`src/rtl/wb_master_pkg.sv`:
```
// Shared size codes, FSM encoding and timeout counter sizing
// for the Wishbone classic single-transfer master.
package wb_master_pkg;

    localparam logic [1:0] SIZE_BYTE = 2'd0;
    localparam logic [1:0] SIZE_HALF = 2'd1;
    localparam logic [1:0] SIZE_WORD = 2'd2;

    typedef enum logic [1:0] {
        IDLE = 2'd0,
        BUS  = 2'd1,
        RESP = 2'd2
    } state_e;

    function automatic int tmo_width(input int cycles);
        return $clog2(cycles + 1);
    endfunction

endpackage

```
`src/rtl/wb_master_lane_align.sv`:
```
// Byte-lane select / write replication, alignment check and
// load extraction with sign or zero extension.
module wb_master_lane_align
    import wb_master_pkg::*;
(
    input  logic [1:0]  tx_off_i,
    input  logic [1:0]  tx_size_i,
    input  logic [31:0] tx_wdata_i,
    output logic [3:0]  tx_sel_o,
    output logic [31:0] tx_dat_o,
    output logic        tx_illegal_o,
    input  logic [1:0]  rx_off_i,
    input  logic [1:0]  rx_size_i,
    input  logic        rx_unsigned_i,
    input  logic [31:0] rx_dat_i,
    output logic [31:0] rx_rdata_o
);

    logic [31:0] rx_shift;
    logic        rx_sign;

    always_comb begin
        tx_sel_o     = 4'b1111;
        tx_dat_o     = tx_wdata_i;
        tx_illegal_o = 1'b0;
        case (tx_size_i)
            SIZE_BYTE: begin
                tx_sel_o = 4'b0001 << tx_off_i;
                tx_dat_o = {4{tx_wdata_i[7:0]}};
            end
            SIZE_HALF: begin
                tx_sel_o     = 4'b0011 << tx_off_i;
                tx_dat_o     = {2{tx_wdata_i[15:0]}};
                tx_illegal_o = tx_off_i[0];
            end
            SIZE_WORD: tx_illegal_o = (tx_off_i != 2'b00);
            default:   tx_illegal_o = 1'b1;
        endcase
    end

    assign rx_shift = rx_dat_i >> {rx_off_i, 3'b000};

    always_comb begin
        rx_sign    = 1'b0;
        rx_rdata_o = rx_shift;
        case (rx_size_i)
            SIZE_BYTE: begin
                rx_sign    = ~rx_unsigned_i & rx_shift[7];
                rx_rdata_o = {{24{rx_sign}}, rx_shift[7:0]};
            end
            SIZE_HALF: begin
                rx_sign    = ~rx_unsigned_i & rx_shift[15];
                rx_rdata_o = {{16{rx_sign}}, rx_shift[15:0]};
            end
            default: ;
        endcase
    end

endmodule

```
`src/rtl/wb_master_adapter.sv`:
```
// Wishbone classic master bridging the load/store unit to the fabric.
// Define WB_MASTER_TIMEOUT_EN to force-terminate stalled bus cycles.
module wb_master_adapter
    import wb_master_pkg::*;
#(
    parameter int TIMEOUT_CYCLES = 16
) (
    input  logic        clk_i,
    input  logic        rst_i,
    input  logic        req_valid_i,
    output logic        req_ready_o,
    input  logic        req_we_i,
    input  logic [31:0] req_addr_i,
    input  logic [31:0] req_wdata_i,
    input  logic [1:0]  req_size_i,
    input  logic        req_unsigned_i,
    output logic        rsp_valid_o,
    output logic [31:0] rsp_rdata_o,
    output logic        rsp_err_o,
    output logic [31:0] wb_adr_o,
    output logic [31:0] wb_dat_o,
    output logic [3:0]  wb_sel_o,
    output logic        wb_we_o,
    output logic        wb_cyc_o,
    output logic        wb_stb_o,
    input  logic [31:0] wb_dat_i,
    input  logic        wb_ack_i,
    input  logic        wb_err_i
);

    if (TIMEOUT_CYCLES < 1) begin : g_bad_tmo
        $error("TIMEOUT_CYCLES must be >= 1");
    end

    state_e      state_q, state_d;
    logic        cyc_q, cyc_d;
    logic        we_q, we_d;
    logic [31:0] adr_q, adr_d;
    logic [31:0] dat_q, dat_d;
    logic [3:0]  sel_q, sel_d;
    logic        rsp_valid_q, rsp_valid_d;
    logic        rsp_err_q, rsp_err_d;
    logic [31:0] rdata_q, rdata_d;
    logic [1:0]  off_q, off_d;
    logic [1:0]  size_q, size_d;
    logic        uns_q, uns_d;

    logic [3:0]  tx_sel;
    logic [31:0] tx_dat;
    logic        tx_illegal;
    logic [31:0] rx_rdata;

`ifdef WB_MASTER_TIMEOUT_EN
    localparam int TMO_W = tmo_width(TIMEOUT_CYCLES);
    localparam logic [TMO_W-1:0] TMO_LAST = TMO_W'(TIMEOUT_CYCLES - 1);
    logic [TMO_W-1:0] tmo_q, tmo_d;
`endif

    wb_master_lane_align u_lane (
        .tx_off_i      (req_addr_i[1:0]),
        .tx_size_i     (req_size_i),
        .tx_wdata_i    (req_wdata_i),
        .tx_sel_o      (tx_sel),
        .tx_dat_o      (tx_dat),
        .tx_illegal_o  (tx_illegal),
        .rx_off_i      (off_q),
        .rx_size_i     (size_q),
        .rx_unsigned_i (uns_q),
        .rx_dat_i      (wb_dat_i),
        .rx_rdata_o    (rx_rdata)
    );

    always_comb begin
        state_d     = state_q;
        cyc_d       = cyc_q;
        we_d        = we_q;
        adr_d       = adr_q;
        dat_d       = dat_q;
        sel_d       = sel_q;
        off_d       = off_q;
        size_d      = size_q;
        uns_d       = uns_q;
        rsp_valid_d = 1'b0;
        rsp_err_d   = rsp_err_q;
        rdata_d     = rdata_q;
`ifdef WB_MASTER_TIMEOUT_EN
        tmo_d       = tmo_q;
`endif
        unique case (state_q)
            IDLE: begin
                if (req_valid_i) begin
                    rsp_err_d = 1'b0;
                    rdata_d   = '0;
                    if (tx_illegal) begin
                        state_d     = RESP;
                        rsp_valid_d = 1'b1;
                        rsp_err_d   = 1'b1;
                    end else begin
                        state_d = BUS;
                        cyc_d   = 1'b1;
                        we_d    = req_we_i;
                        adr_d   = {req_addr_i[31:2], 2'b00};
                        dat_d   = tx_dat;
                        sel_d   = tx_sel;
                        off_d   = req_addr_i[1:0];
                        size_d  = req_size_i;
                        uns_d   = req_unsigned_i;
`ifdef WB_MASTER_TIMEOUT_EN
                        tmo_d   = '0;
`endif
                    end
                end
            end
            BUS: begin
                // err outranks ack; a failed load returns zero data
                if (wb_err_i | wb_ack_i) begin
                    state_d     = RESP;
                    cyc_d       = 1'b0;
                    rsp_valid_d = 1'b1;
                    rsp_err_d   = wb_err_i;
                    rdata_d     = (wb_err_i | we_q) ? '0 : rx_rdata;
                end
`ifdef WB_MASTER_TIMEOUT_EN
                else if (tmo_q == TMO_LAST) begin
                    state_d     = RESP;
                    cyc_d       = 1'b0;
                    rsp_valid_d = 1'b1;
                    rsp_err_d   = 1'b1;
                    rdata_d     = '0;
                end else begin
                    tmo_d = tmo_q + 1'b1;
                end
`endif
            end
            RESP: begin
                state_d   = IDLE;
                rsp_err_d = 1'b0;
                rdata_d   = '0;
            end
            default: state_d = IDLE;
        endcase
    end

    always_ff @(posedge clk_i or posedge rst_i) begin
        if (rst_i) begin
            state_q     <= IDLE;
            cyc_q       <= 1'b0;
            we_q        <= 1'b0;
            adr_q       <= '0;
            dat_q       <= '0;
            sel_q       <= '0;
            off_q       <= '0;
            size_q      <= '0;
            uns_q       <= 1'b0;
            rsp_valid_q <= 1'b0;
            rsp_err_q   <= 1'b0;
            rdata_q     <= '0;
`ifdef WB_MASTER_TIMEOUT_EN
            tmo_q       <= '0;
`endif
        end else begin
            state_q     <= state_d;
            cyc_q       <= cyc_d;
            we_q        <= we_d;
            adr_q       <= adr_d;
            dat_q       <= dat_d;
            sel_q       <= sel_d;
            off_q       <= off_d;
            size_q      <= size_d;
            uns_q       <= uns_d;
            rsp_valid_q <= rsp_valid_d;
            rsp_err_q   <= rsp_err_d;
            rdata_q     <= rdata_d;
`ifdef WB_MASTER_TIMEOUT_EN
            tmo_q       <= tmo_d;
`endif
        end
    end

    assign req_ready_o = (state_q == IDLE);
    assign rsp_valid_o = rsp_valid_q;
    assign rsp_err_o   = rsp_err_q;
    assign rsp_rdata_o = rdata_q;
    assign wb_adr_o    = adr_q;
    assign wb_dat_o    = dat_q;
    assign wb_sel_o    = sel_q;
    assign wb_we_o     = we_q;
    assign wb_cyc_o    = cyc_q;
    assign wb_stb_o    = cyc_q;

endmodule
```
`config.mk`:
```
export PLATFORM = sky130hd
export DESIGN_NAME = wb_master_adapter
export DESIGN_NICKNAME = d
export VERILOG_FILES = /design/src/rtl/wb_master_pkg.sv /design/src/rtl/wb_master_lane_align.sv /design/src/rtl/wb_master_adapter.sv
export SDC_FILE = /design/constraint.sdc
export NUM_CORES = 1
export LEC_CHECK = 0
export CELL_PAD_IN_SITES_DETAIL_PLACEMENT = 1
export CELL_PAD_IN_SITES_GLOBAL_PLACEMENT = 2
export CORE_UTILIZATION = 27
export DETAILED_ROUTE_END_ITERATION = 8
export PLACE_DENSITY = 0.78
export SYNTH_ARGS = -nofsm -noshare
export SYNTH_HDL_FRONTEND = slang
export SYNTH_SLANG_ARGS = --single-unit
```
`constraint.sdc`:
```
create_clock -name clk_i -period 4 [get_ports clk_i]
set_input_delay 0.8 -clock clk_i [delete_from_list [all_inputs] [get_ports clk_i]]
set_output_delay 0.8 -clock clk_i [all_outputs]
set_load 0.05 [all_outputs]
```
# Word-level counts from Yosys, hierarchy flattened
# Cells that the tools add are included.
# word_totals
regBits	109
in_bits	105
output_inout_bits	106
# op_classes
n_eq_ne	8
shifts	3
n_mux	23
bitwise	6
n_reduce_logical	10
# ops
op	count
one-hot mux 32 bit (2 select lines)	2
2-to-1 mux 32 bit	3
one-hot mux 32 bit (3 select lines)	1
right shift 32 x 5 -> 32 bit	1
2-to-1 mux 1 bit	8
one-hot mux 4 bit (2 select lines)	1
equality test 2 x 1 -> 1 bit (second input constant)	3
logical NOT 2 bit	3
2-to-1 mux 2 bit	3
!= test 2 bit (second input constant)	3
one-hot mux 1 bit (3 select lines)	2
AND reduction 3 bit	2
equality test 2 bit (second input constant)	2
one-hot mux 1 bit (2 select lines)	2
one-hot mux 2 bit (2 select lines)	1
AND reduction 4 bit	1
nonzero test 2 bit	2
<< shifter 1 x 2 -> 4 bit (first input constant)	1
<< shifter 2 x 2 -> 4 bit (first input constant)	1
nonzero test 3 bit	1
bitwise AND 1 bit	2
NOT 1 bit	2
bitwise OR 1 bit	2
AND reduction 2 bit	1

# Longest topological paths before layout
# Gate-level depths: netlist of the first run.
# logic_depth
ltp_word	6
ltp_mapped	8

# Hierarchy
# A second synthesis of the first run with hierarchy kept.
# unflattened
hier_cells	494
area_unflattened_um2	5703.0
# modules_own_cells
module	instances	cells_per_inst	area_each_um2	seq_area_each_um2
wb_master_adapter	1	327	4454.3	2727.6
wb_master_lane_align	1	167	1248.7	0.0

# Worst setup path after synthesis of the first run
# Ideal clock, no wire load.
# synth_timing
kind	register -> register
start	register state_q[0]
end	register rdata_q[16] (netlist: rsp_rdata_o[16])
setup_ns	0.065
t_arrival_ns	2.269
path_slack_ns	1.666
stages_incl_launch_ff	9
path_buffers	2
cell_sequence	dfrtp_1 -> inv_1 -> ha_1 -> nor2b_4 -> or4_4 -> buf_6 -> a2111oi_4 -> buf_6 -> a221o_2
# synth_between
elab_chain_cells	3
word_cells_on_any_way	8
classes_between	4 x eq/ne; 1 x mux; 3 x reduce/logical
# synth_rtl
element	line_no	text
start: declaration	wb_master_adapter.sv:35	state_e state_q, state_d;
start signal: assignment	wb_master_adapter.sv:162	state_q <= state_d;
logical NOT 2 bit *	-	
via req_ready_o	wb_master_adapter.sv:11	output logic req_ready_o,
!= test 2 bit (no line) / nonzero test 3 bit (equally long branches)	-	
AND reduction 3 bit (no line)	-	
end signal: assignment	wb_master_adapter.sv:173	rdata_q <= rdata_d;
end: declaration	wb_master_adapter.sv:43	logic [31:0] rdata_q, rdata_d;
# The timed path passes the listed nets; every way through them passes the cells marked *.
# A chain may end at the register's enable or synchronous reset.

# Final worst setup path of the first run
# layout_timing
start	input req_addr_i[0]
end	register adr_q[30] (netlist: wb_adr_o[30])
# layout_between
elab_chain_cells	4
# layout_rtl
element	line_no	text
start: declaration	wb_master_adapter.sv:13	input logic [31:0] req_addr_i,
nonzero test 2 bit	wb_master_lane_align.sv:36	SIZE_WORD: tx_illegal_o = (tx_off_i != 2'b00);
one-hot mux 1 bit (3 select lines) *	wb_master_lane_align.sv:26	case (tx_size_i)
NOT 1 bit (no line) *	-	
AND reduction 3 bit (no line) *	-	
end signal: assignment	wb_master_adapter.sv:165	adr_q <= adr_d;
end: declaration	wb_master_adapter.sv:38	logic [31:0] adr_q, adr_d;
# Mark *: on every way between the ends. The rest lies on a longest branch, timed or not.

==> impl_metrics.prom, run 1 <==
# TYPE chip_impl_metric gauge
chip_impl_metric{name="cts.repair.resized",unit=""} 0
chip_impl_metric{name="postSynth.asyncResetShare",unit="%"} 100.0
chip_impl_metric{name="postLayoutSetupSlackWorst",unit="ns"} 1.016
chip_impl_info{name="path_cells",value="clkdlybuf4s50_1, o21a_1, o22ai_1, nor2b_4, buf_12, mux2_2"} 1
chip_impl_metric{name="layout-drive-gt1-share",unit="%"} 24.83
chip_impl_metric{name="initial_antenna_violation_count",unit=""} 1
chip_impl_metric{name="routed-via-count",unit=""} 3896
chip_impl_metric{name="grt_first_pass_wirelength",unit="um"} 24720
chip_impl_metric{name="route.detailed.wl_per_inst",unit="um"} 18.74
chip_impl_metric{name="required",unit="ns"} 4.23
chip_impl_metric{name="finalHoldViolCount",unit=""} 0
chip_impl_metric{name="ff2ff_setup_slack",unit="ns"} 1.49
chip_impl_metric{name="yosys_warnings",unit=""} 0
chip_impl_metric{name="tritoncts_sink_count",unit=""} 109
chip_impl_info{name="postSynth.topFlopCell",value="dfrtp_1"} 1
chip_impl_metric{name="syn_avg_cell_area",unit="um^2"} 13.41
chip_impl_metric{name="clock_power_share",unit="%"} 15.0
chip_impl_metric{name="critPathMaxStageDelay",unit="ns"} 0.55
chip_impl_metric{name="slew_headroom",unit="%"} 37.74
chip_impl_metric{name="layout-area-overhead-vs-synth",unit="%"} 50.91
chip_impl_metric{name="p_leak",unit="nW"} 3.136
chip_impl_info{name="tritoncts",value="done"} 1
chip_impl_metric{name="maximum_number_of_pins_on_one_net_before_global_route_repair",unit=""} 59
chip_impl_metric{name="grt_pass1_vias",unit=""} 4472
chip_impl_metric{name="max-clock-path-buffers",unit=""} 2
chip_impl_info{name="timing.hold.worst.class",value="reg2reg"} 1
chip_impl_metric{name="power.density",unit="nW/um^2"} 783.8
chip_impl_metric{name="hold_buffers",unit=""} 0
chip_impl_metric{name="ys_ff_latch",unit=""} 109
chip_impl_metric{name="ir_worst_vdd",unit="mV"} 0.5046
chip_impl_metric{name="power_switching_share",unit="%"} 45.73
chip_impl_info{name="ctsRootBufferMaster",value="clkbuf_16"} 1
chip_impl_metric{name="gpl.final_weighted_congestion",unit=""} 0.7842
chip_impl_metric{name="via_per_inst",unit=""} 4.786
chip_impl_metric{name="crit_buf_inv",unit=""} 2
chip_impl_metric{name="synthCells",unit=""} 381
chip_impl_metric{name="number_of_stages_on_the_worst_hold_path",unit=""} 1
chip_impl_metric{name="fp-row-count",unit=""} 49
chip_impl_metric{name="final_min_period_over_clock_period",unit="%"} 74.60
chip_impl_metric{name="clock_insertion_delay_worst_skew",unit="ns"} 0.35
chip_impl_info{name="critical-path-slowest-cell",value="nor2b_4"} 1
chip_impl_metric{name="syn-cell-area",unit="um^2"} 5107
chip_impl_metric{name="horizontal_die_dimension",unit="um"} 139.5
chip_impl_metric{name="synth_cell_types",unit=""} 40
chip_impl_metric{name="io_buffer_count",unit=""} 208
chip_impl_metric{name="htree_levels",unit=""} 3
chip_impl_metric{name="effective_utilization_at_floorplan",unit="%"} 27.96
chip_impl_metric{name="die_area",unit="um^2"} 19470
chip_impl_metric{name="drt-pass1-iter-count",unit=""} 5
chip_impl_metric{name="gr-total-overflow",unit=""} 0
chip_impl_metric{name="p_int",unit="W"} 0.003279
chip_impl_metric{name="total_power",unit="W"} 0.006041
chip_impl_info{name="worst-setup-path-type",value="in2reg"} 1
chip_impl_metric{name="first_iter_violations",unit=""} 99
chip_impl_info{name="worst_setup_path_end_kind",value="flop"} 1
chip_impl_info{name="reg2reg_from",value="off_q[1]"} 1
chip_impl_metric{name="route.antenna.remaining_nets",unit=""} 0
chip_impl_metric{name="core_region_area",unit="um^2"} 18270
chip_impl_info{name="grt_setup_unrepaired",value="no"} 1
chip_impl_info{name="critical_path.top_delay_family",value="buffers and inverters"} 1
chip_impl_metric{name="dp_slack",unit="ns"} 0.6376
chip_impl_metric{name="fin_worst_hold_slack",unit="ns"} 0.4995
chip_impl_metric{name="fmaxAchievable",unit="MHz"} 335.1
chip_impl_metric{name="count_of_flip_flops_with_a_built_in_enable_after_synthesis",unit=""} 0
chip_impl_metric{name="vert_die_dim",unit="um"} 139.5
chip_impl_metric{name="postCtsSetupRepairBufs",unit=""} 0
chip_impl_metric{name="critPathArrivalTime",unit="ns"} 3.21
chip_impl_metric{name="slew_viol_final",unit=""} 0
chip_impl_metric{name="clock_slew_seen_by_the_registers_of_the_worst_setup_and_hold_paths",unit="ns"} 0.07
chip_impl_metric{name="power.share.combinational",unit="%"} 55.4
chip_impl_metric{name="fin_setup_tns",unit="ns"} 0
chip_impl_info{name="timing.hold.worst.start",value="rsp_rdata_o[6]"} 1
chip_impl_metric{name="critPathMaxFanout",unit=""} 44
chip_impl_metric{name="ports_placed_on_the_boundary",unit=""} 211
chip_impl_metric{name="wirelength",unit="um"} 15250
chip_impl_metric{name="layout.filler_cells",unit=""} 1891
chip_impl_metric{name="timing.max_cap.violations",unit=""} 0
chip_impl_metric{name="cts_buffers",unit=""} 9
chip_impl_metric{name="worstMarginPinSlew",unit="ns"} 0.9305
chip_impl_info{name="min_to",value="rsp_rdata_o[6]"} 1
chip_impl_metric{name="final_net_count",unit=""} 689
chip_impl_info{name="reg2reg_capture_point",value="rsp_rdata_o[10]"} 1
chip_impl_info{name="kind_of_start_point_of_the_critical_path",value="input port"} 1
chip_impl_metric{name="number_of_cell_instances_on_the_worst_register_to_register_path",unit=""} 4
chip_impl_metric{name="register_share_of_total_power",unit="%"} 29.6
chip_impl_metric{name="remaining_drc_errors",unit=""} 0
chip_impl_metric{name="place.detailed.hpwl",unit="um"} 11440
chip_impl_metric{name="setup_viol",unit=""} 0
chip_impl_metric{name="timing.clock.skew",unit="ns"} 0.009908
chip_impl_metric{name="power_switching",unit="W"} 0.002762
chip_impl_info{name="status",value="completed"} 1
chip_impl_metric{name="final_critical_path_required_period",unit="ns"} 2.984
chip_impl_metric{name="synth_sequential_area_ratio",unit="%"} 53.41
chip_impl_metric{name="aggregate_global_route_resource_usage",unit="%"} 16.31
area by class of cell:
type / count / area, um^2 / share of cell area (%)
Timing Repair Buffer: 217 / 2175 / 28.21
Inverter: 5 / 21.27 / 0.2760
Clock inverter: 4 / 48.80 / 0.6331
Clock buffer: 10 / 239.0 / 3.101
Multi-Input combinational cell: 239 / 2207 / 28.64
Tap cell: 229 / 286.5 / 3.718
Antenna cell: 1 / 2.502 / 0.03247
Sequential cell: 109 / 2728 / 35.39
cells in the mapped netlist, types with 3 or more instances:
| master | count | area, um^2 |
|---|---|---|
| dfrtp_1 | 109 | 2728 |
| buf_2 | 3 | 15.01 |
| nor2_1 | 14 | 52.55 |
| mux2i_1 | 16 | 160.2 |
| o21ai_0 | 14 | 70.07 |
| a221oi_1 | 7 | 61.31 |
| a21oi_1 | 9 | 45.04 |
| mux2_2 | 104 | 1171 |
| o2bb2ai_1 | 15 | 131.4 |
| clkbuf_1 | 12 | 45.04 |
| a221o_2 | 10 | 112.6 |
| nand2b_1 | 3 | 18.77 |
| buf_4 | 10 | 75.07 |
| nand2_1 | 12 | 45.04 |
| a221o_1 | 7 | 70.07 |
| ha_1 | 3 | 37.54 |
| inv_1 | 5 | 18.77 |
per-stage QoR:
step	utilization (%)	std cells	cell area (um^2)
2_1_floorplan	-	382	5111
3_3_place_gp	40.60	799	7417
3_5_place_dp	40.60	799	7417
4_1_cts	42.17	813	7705
5_1_grt	42.17	813	7705
6_report	42.19	814	7707
registers in the layout (all words and copies together), names as in the netlist, 2 cells and up:
register / flops
state_q: 2
off_q: 2
wb_adr_o: 30
wb_dat_o: 32
size_q: 2
wb_sel_o: 4
rsp_rdata_o: 32
worst max path at each step:
| stage | endpoint | start | cells past startpoint |
|---|---|---|---|
| 6_report | wb_adr_o[30] | req_addr_i[0] | 6 |
| 3_3_place_gp | wb_adr_o[21] | req_addr_i[0] | 6 |
| 3_5_place_dp | wb_adr_o[5] | req_addr_i[0] | 6 |
| 2_1_floorplan | off_q[0] | rst_i | 1 |
| 5_1_grt | wb_adr_o[30] | req_addr_i[0] | 6 |
| 4_1_cts | wb_dat_o[15] | req_addr_i[0] | 6 |
routing by layer:
layer  part of all wire (%)  routed length [um]  vias to the layer above  global-route usage, %
li1                       -                   -                     1803                      -
met1                     41                6316                     1957                  18.87
met2                     49                7527                      121                  27.72
met3                    7.9                1209                       15                  7.054
met4                    1.3                 200                        0                  3.933
met5                      0                   0                        -                      0
worst reg2reg max path: stages, from the launching register on:
cell	delay (ns)
dfrtp_1	0.93
mux4_2	0.65
and3b_1	0.29
a221oi_1	0.36
o2bb2ai_1	0.14
logic make-up (layout without fill, tap and decap cells):
| kind of cell | after synthesis | count (layout) | share of synthesized area [%] |
|---|---|---|---|
| mux | 121 | 121 | 26.51 |
| flops | 109 | 109 | 53.41 |
| compound gates | 72 | 72 | 11.49 |
| simple gates | 41 | 41 | 4.189 |
| buf+inv | 34 | 236 | 3.601 |
| fa+ha+maj | 3 | 3 | 0.7350 |
| other cells | 1 | 3 | 0.07342 |
cells in the final DEF (no fill, tap or decap), types with 2 or more instances in the layout:
| cell type | netlist | final |
|---|---|---|
| buf_12 | 0 | 2 |
| mux2_2 | 104 | 104 |
| o21bai_1 | 2 | 2 |
| a221o_1 | 7 | 7 |
| clkdlybuf4s50_1 | 0 | 208 |
| a221o_2 | 10 | 10 |
| o21ai_0 | 14 | 14 |
| clkbuf_16 | 0 | 9 |
| mux2i_1 | 16 | 16 |
| nand3b_1 | 2 | 2 |
| o21a_1 | 2 | 2 |
| o2bb2ai_1 | 15 | 15 |
| a21oi_1 | 9 | 9 |
| nand2b_1 | 3 | 3 |
| clkinv_2 | 0 | 2 |
| nor2b_4 | 1 | 2 |
| nor2_1 | 14 | 14 |
| conb_1 | 1 | 2 |
| nand2_1 | 12 | 12 |
| buf_4 | 10 | 7 |
| dfrtp_1 | 109 | 109 |
| ha_1 | 3 | 3 |
| inv_1 | 5 | 4 |
| a221oi_1 | 7 | 7 |
power by group through the flow:
stage	Sequential [W]	Combinational [W]	Clock, W
finish	0.00179	0.00335	0.000904
global route	0.00185	0.00350	0.000989
CTS	0.00180	0.00338	0.000943
detailed placement	0.00182	0.00336	0
global placement	0.00180	0.00332	0
floorplan	0.00302	0.000980	0
No activity file was read; power rests on OpenSTA's default activity.
==> run 2, diff against run 1 <==
- CORE_UTILIZATION: 27 -> 25
- PLACE_DENSITY: 0.78 -> 0.76
- clock period: 4 -> 2.5 ns (I/O delays scaled with it)
==> run 2 against run 1 <==
  * Setup slack got worse by 0.61 ns
  * Global-route usage decreased by 0.88 points
  * Wire length increased by 3.3%
  * Critical path depth increased by 2
  * Hold slack improved by 0.0014 ns
  * Sequential power increased by 56%
  * Combinational power increased by 63%
  * Critical endpoint is now rsp_rdata_o[25]
==> impl_metrics.prom, run 2 (same netlist as run 1, synthesis figures left out) <==
# TYPE chip_impl_metric gauge
chip_impl_metric{name="critPathMaxStageDelay",unit="ns"} 0.51
chip_impl_metric{name="timing.clock.skew",unit="ns"} 0.007779
chip_impl_metric{name="gpl.final_weighted_congestion",unit=""} 0.8032
chip_impl_metric{name="setup_viol",unit=""} 0
chip_impl_metric{name="layout-area-overhead-vs-synth",unit="%"} 53.94
chip_impl_metric{name="number_of_stages_on_the_worst_hold_path",unit=""} 1
chip_impl_info{name="cp_common_cell",value="buf_4"} 1
chip_impl_metric{name="final_critical_path_required_period",unit="ns"} 2.098
chip_impl_info{name="ctsRootBufferMaster",value="clkbuf_16"} 1
chip_impl_metric{name="ff2ff_setup_slack",unit="ns"} 0.40
chip_impl_info{name="final_common_cell",value="clkdlybuf4s50_1"} 1
chip_impl_info{name="final_cell_mix",value="clkdlybuf4s50_1, dfrtp_1, mux2_2"} 1
chip_impl_metric{name="dp.cells",unit=""} 848
chip_impl_metric{name="grt_pass1_vias",unit=""} 4396
chip_impl_info{name="path_cells",value="inv_1, ha_1, nor2b_4, or4_4, buf_4, nor3_2, buf_4, a221o_2"} 1
chip_impl_info{name="kind_of_start_point_of_the_critical_path",value="flop"} 1
chip_impl_metric{name="ports_placed_on_the_boundary",unit=""} 211
chip_impl_info{name="timing.hold.worst.start",value="rsp_rdata_o[13]"} 1
chip_impl_metric{name="power.density",unit="nW/um^2"} 1224
chip_impl_metric{name="slew_viol_final",unit=""} 0
chip_impl_metric{name="maximum_number_of_pins_on_one_net_before_global_route_repair",unit=""} 110
chip_impl_metric{name="max-clock-path-buffers",unit=""} 2
chip_impl_metric{name="finalHoldViolCount",unit=""} 0
chip_impl_info{name="status",value="completed"} 1
chip_impl_metric{name="via_per_inst",unit=""} 4.614
chip_impl_metric{name="critPathMaxFanout",unit=""} 18
chip_impl_metric{name="instances_no_fill",unit=""} 865
chip_impl_metric{name="layout-drive-gt1-share",unit="%"} 26.67
chip_impl_metric{name="routed_met3_length",unit="um"} 926
chip_impl_metric{name="ir_worst_vdd",unit="mV"} 0.7342
chip_impl_info{name="min_to",value="rsp_rdata_o[13]"} 1
chip_impl_info{name="tritoncts",value="done"} 1
chip_impl_metric{name="required",unit="ns"} 2.79
chip_impl_metric{name="initial_antenna_violation_count",unit=""} 0
chip_impl_metric{name="p_leak",unit="nW"} 3.196
chip_impl_info{name="worst_setup_path_end_kind",value="flop"} 1
chip_impl_metric{name="fmaxAchievable",unit="MHz"} 476.7
chip_impl_info{name="reg2reg_capture_point",value="rsp_rdata_o[25]"} 1
chip_impl_metric{name="route.antenna.remaining_nets",unit=""} 0
chip_impl_metric{name="aggregate_global_route_resource_usage",unit="%"} 15.43
chip_impl_metric{name="htree_levels",unit=""} 3
chip_impl_metric{name="die_area",unit="um^2"} 21000
chip_impl_metric{name="core_region_area",unit="um^2"} 19720
chip_impl_metric{name="number_of_cell_instances_on_the_worst_register_to_register_path",unit=""} 8
chip_impl_metric{name="cts_buffers",unit=""} 9
chip_impl_metric{name="wirelength",unit="um"} 15760
chip_impl_metric{name="hold_buffers",unit=""} 0
chip_impl_metric{name="worstMarginPinSlew",unit="ns"} 0.8187
chip_impl_info{name="worst-setup-path-type",value="reg2reg"} 1
chip_impl_metric{name="critPathArrivalTime",unit="ns"} 2.39
chip_impl_metric{name="insertedDiodeCount",unit=""} 0
chip_impl_metric{name="route.detailed.wl_per_inst",unit="um"} 18.22
chip_impl_metric{name="final_min_period_over_clock_period",unit="%"} 83.92
chip_impl_metric{name="clock_slew_seen_by_the_registers_of_the_worst_setup_and_hold_paths",unit="ns"} 0.07
chip_impl_metric{name="place.detailed.hpwl",unit="um"} 11880
chip_impl_metric{name="tritoncts_sink_count",unit=""} 109
chip_impl_metric{name="layout.filler_cells",unit=""} 2085
chip_impl_metric{name="total_power",unit="W"} 0.009626
chip_impl_metric{name="remaining_drc_errors",unit=""} 0
chip_impl_metric{name="io_buffer_count",unit=""} 208
chip_impl_metric{name="routed-via-count",unit=""} 3991
chip_impl_metric{name="drt-pass1-iter-count",unit=""} 4
chip_impl_metric{name="timing.max_cap.violations",unit=""} 0
chip_impl_metric{name="grt_first_pass_wirelength",unit="um"} 25460
chip_impl_metric{name="first_iter_violations",unit=""} 114
chip_impl_metric{name="final_net_count",unit=""} 703
chip_impl_info{name="reg2reg_from",value="state_q[0]"} 1
chip_impl_info{name="maxUsedRoutingLayer",value="met4"} 1
chip_impl_info{name="critical-path-slowest-cell",value="or4_4"} 1
chip_impl_metric{name="fp-row-count",unit=""} 51
chip_impl_info{name="timing.hold.worst.class",value="reg2reg"} 1
chip_impl_metric{name="crit_buf_inv",unit=""} 3
chip_impl_info{name="grt_setup_unrepaired",value="no"} 1
chip_impl_metric{name="horizontal_die_dimension",unit="um"} 144.9
chip_impl_metric{name="drt-met1-wl",unit="um"} 6590
chip_impl_metric{name="vert_die_dim",unit="um"} 144.9
chip_impl_metric{name="effective_utilization_at_floorplan",unit="%"} 25.90
chip_impl_metric{name="clock_insertion_delay_worst_skew",unit="ns"} 0.35
chip_impl_metric{name="route.met2.wl",unit="um"} 7934
chip_impl_info{name="critical_path.top_delay_family",value="simple AND/OR/NAND/NOR gates"} 1
chip_impl_metric{name="slew_headroom",unit="%"} 45.30
chip_impl_metric{name="gr-total-overflow",unit=""} 0
==> run 2: repair_timing <==
item	in CTS	in global routing
buffers inserted	0	1
resized for setup	0	1
setup endpoints to repair	0	11
==> run 2: layout make-up <==
| class | instances | area (um^2) | area share [%] |
|---|---|---|---|
| clock inverters | 5 | 36.28 | 0.4615 |
| repair buffers | 231 | 2295 | 29.19 |
| flip-flops and latches | 109 | 2728 | 34.69 |
| clock buffers | 11 | 242.7 | 3.087 |
| inverters | 5 | 22.52 | 0.2864 |
| well taps | 265 | 331.6 | 4.217 |
| multi-input cells | 239 | 2207 | 28.07 |
==> run 2: worst max path at each step <==
| stage | startpoint | to | slack [ns] | cells past startpoint |
|---|---|---|---|---|
| after floorplan | state_q[0] | rsp_rdata_o[16] | 0.17 | 8 |
| after global placement | req_valid_i | rsp_rdata_o[24] | -0.06 | 5 |
| after detailed placement | req_valid_i | rsp_rdata_o[19] | -0.14 | 5 |
| after CTS | state_q[0] | req_ready_o | 0.005 | 4 |
| after global routing | state_q[1] | rsp_rdata_o[28] | 0.26 | 8 |
| final | state_q[0] | rsp_rdata_o[25] | 0.40 | 8 |
==> run 2: per-stage QoR <==
step,setup WS [ns],hold slack (ns),TNS [ns],cell area (um^2),utilization [%]
4_1_cts,0.005183,0.5019,0,7840,39.76
2_1_floorplan,0.1659,0.4871,0,5115,-
5_1_grt,0.2606,0.5151,0,7863,39.88
3_5_place_dp,-0.1358,0.4767,-1.830,7561,38.35
6_report,0.4021,0.5009,0,7863,39.88
3_3_place_gp,-0.06396,0.4793,-0.9144,7561,38.35
==> run 2: power breakdown <==
group	internal, W	leakage [nW]	switching (W)	total [W]
logic	0.00208	1.71	0.00339	0.00547
clock network	0.000704	0.128	0.000656	0.00136
registers	0.00241	1.36	0.000391	0.00280
==> run 2: metal layers <==
| metal | track usage [%] | vias to the layer above |
|---|---|---|
| met5 | 0 | - |
| met1 | 18.60 | 2022 |
| met3 | 3.994 | 17 |
| met2 | 26.30 | 112 |
| met4 | 5.691 | 0 |
| li1 | - | 1840 |
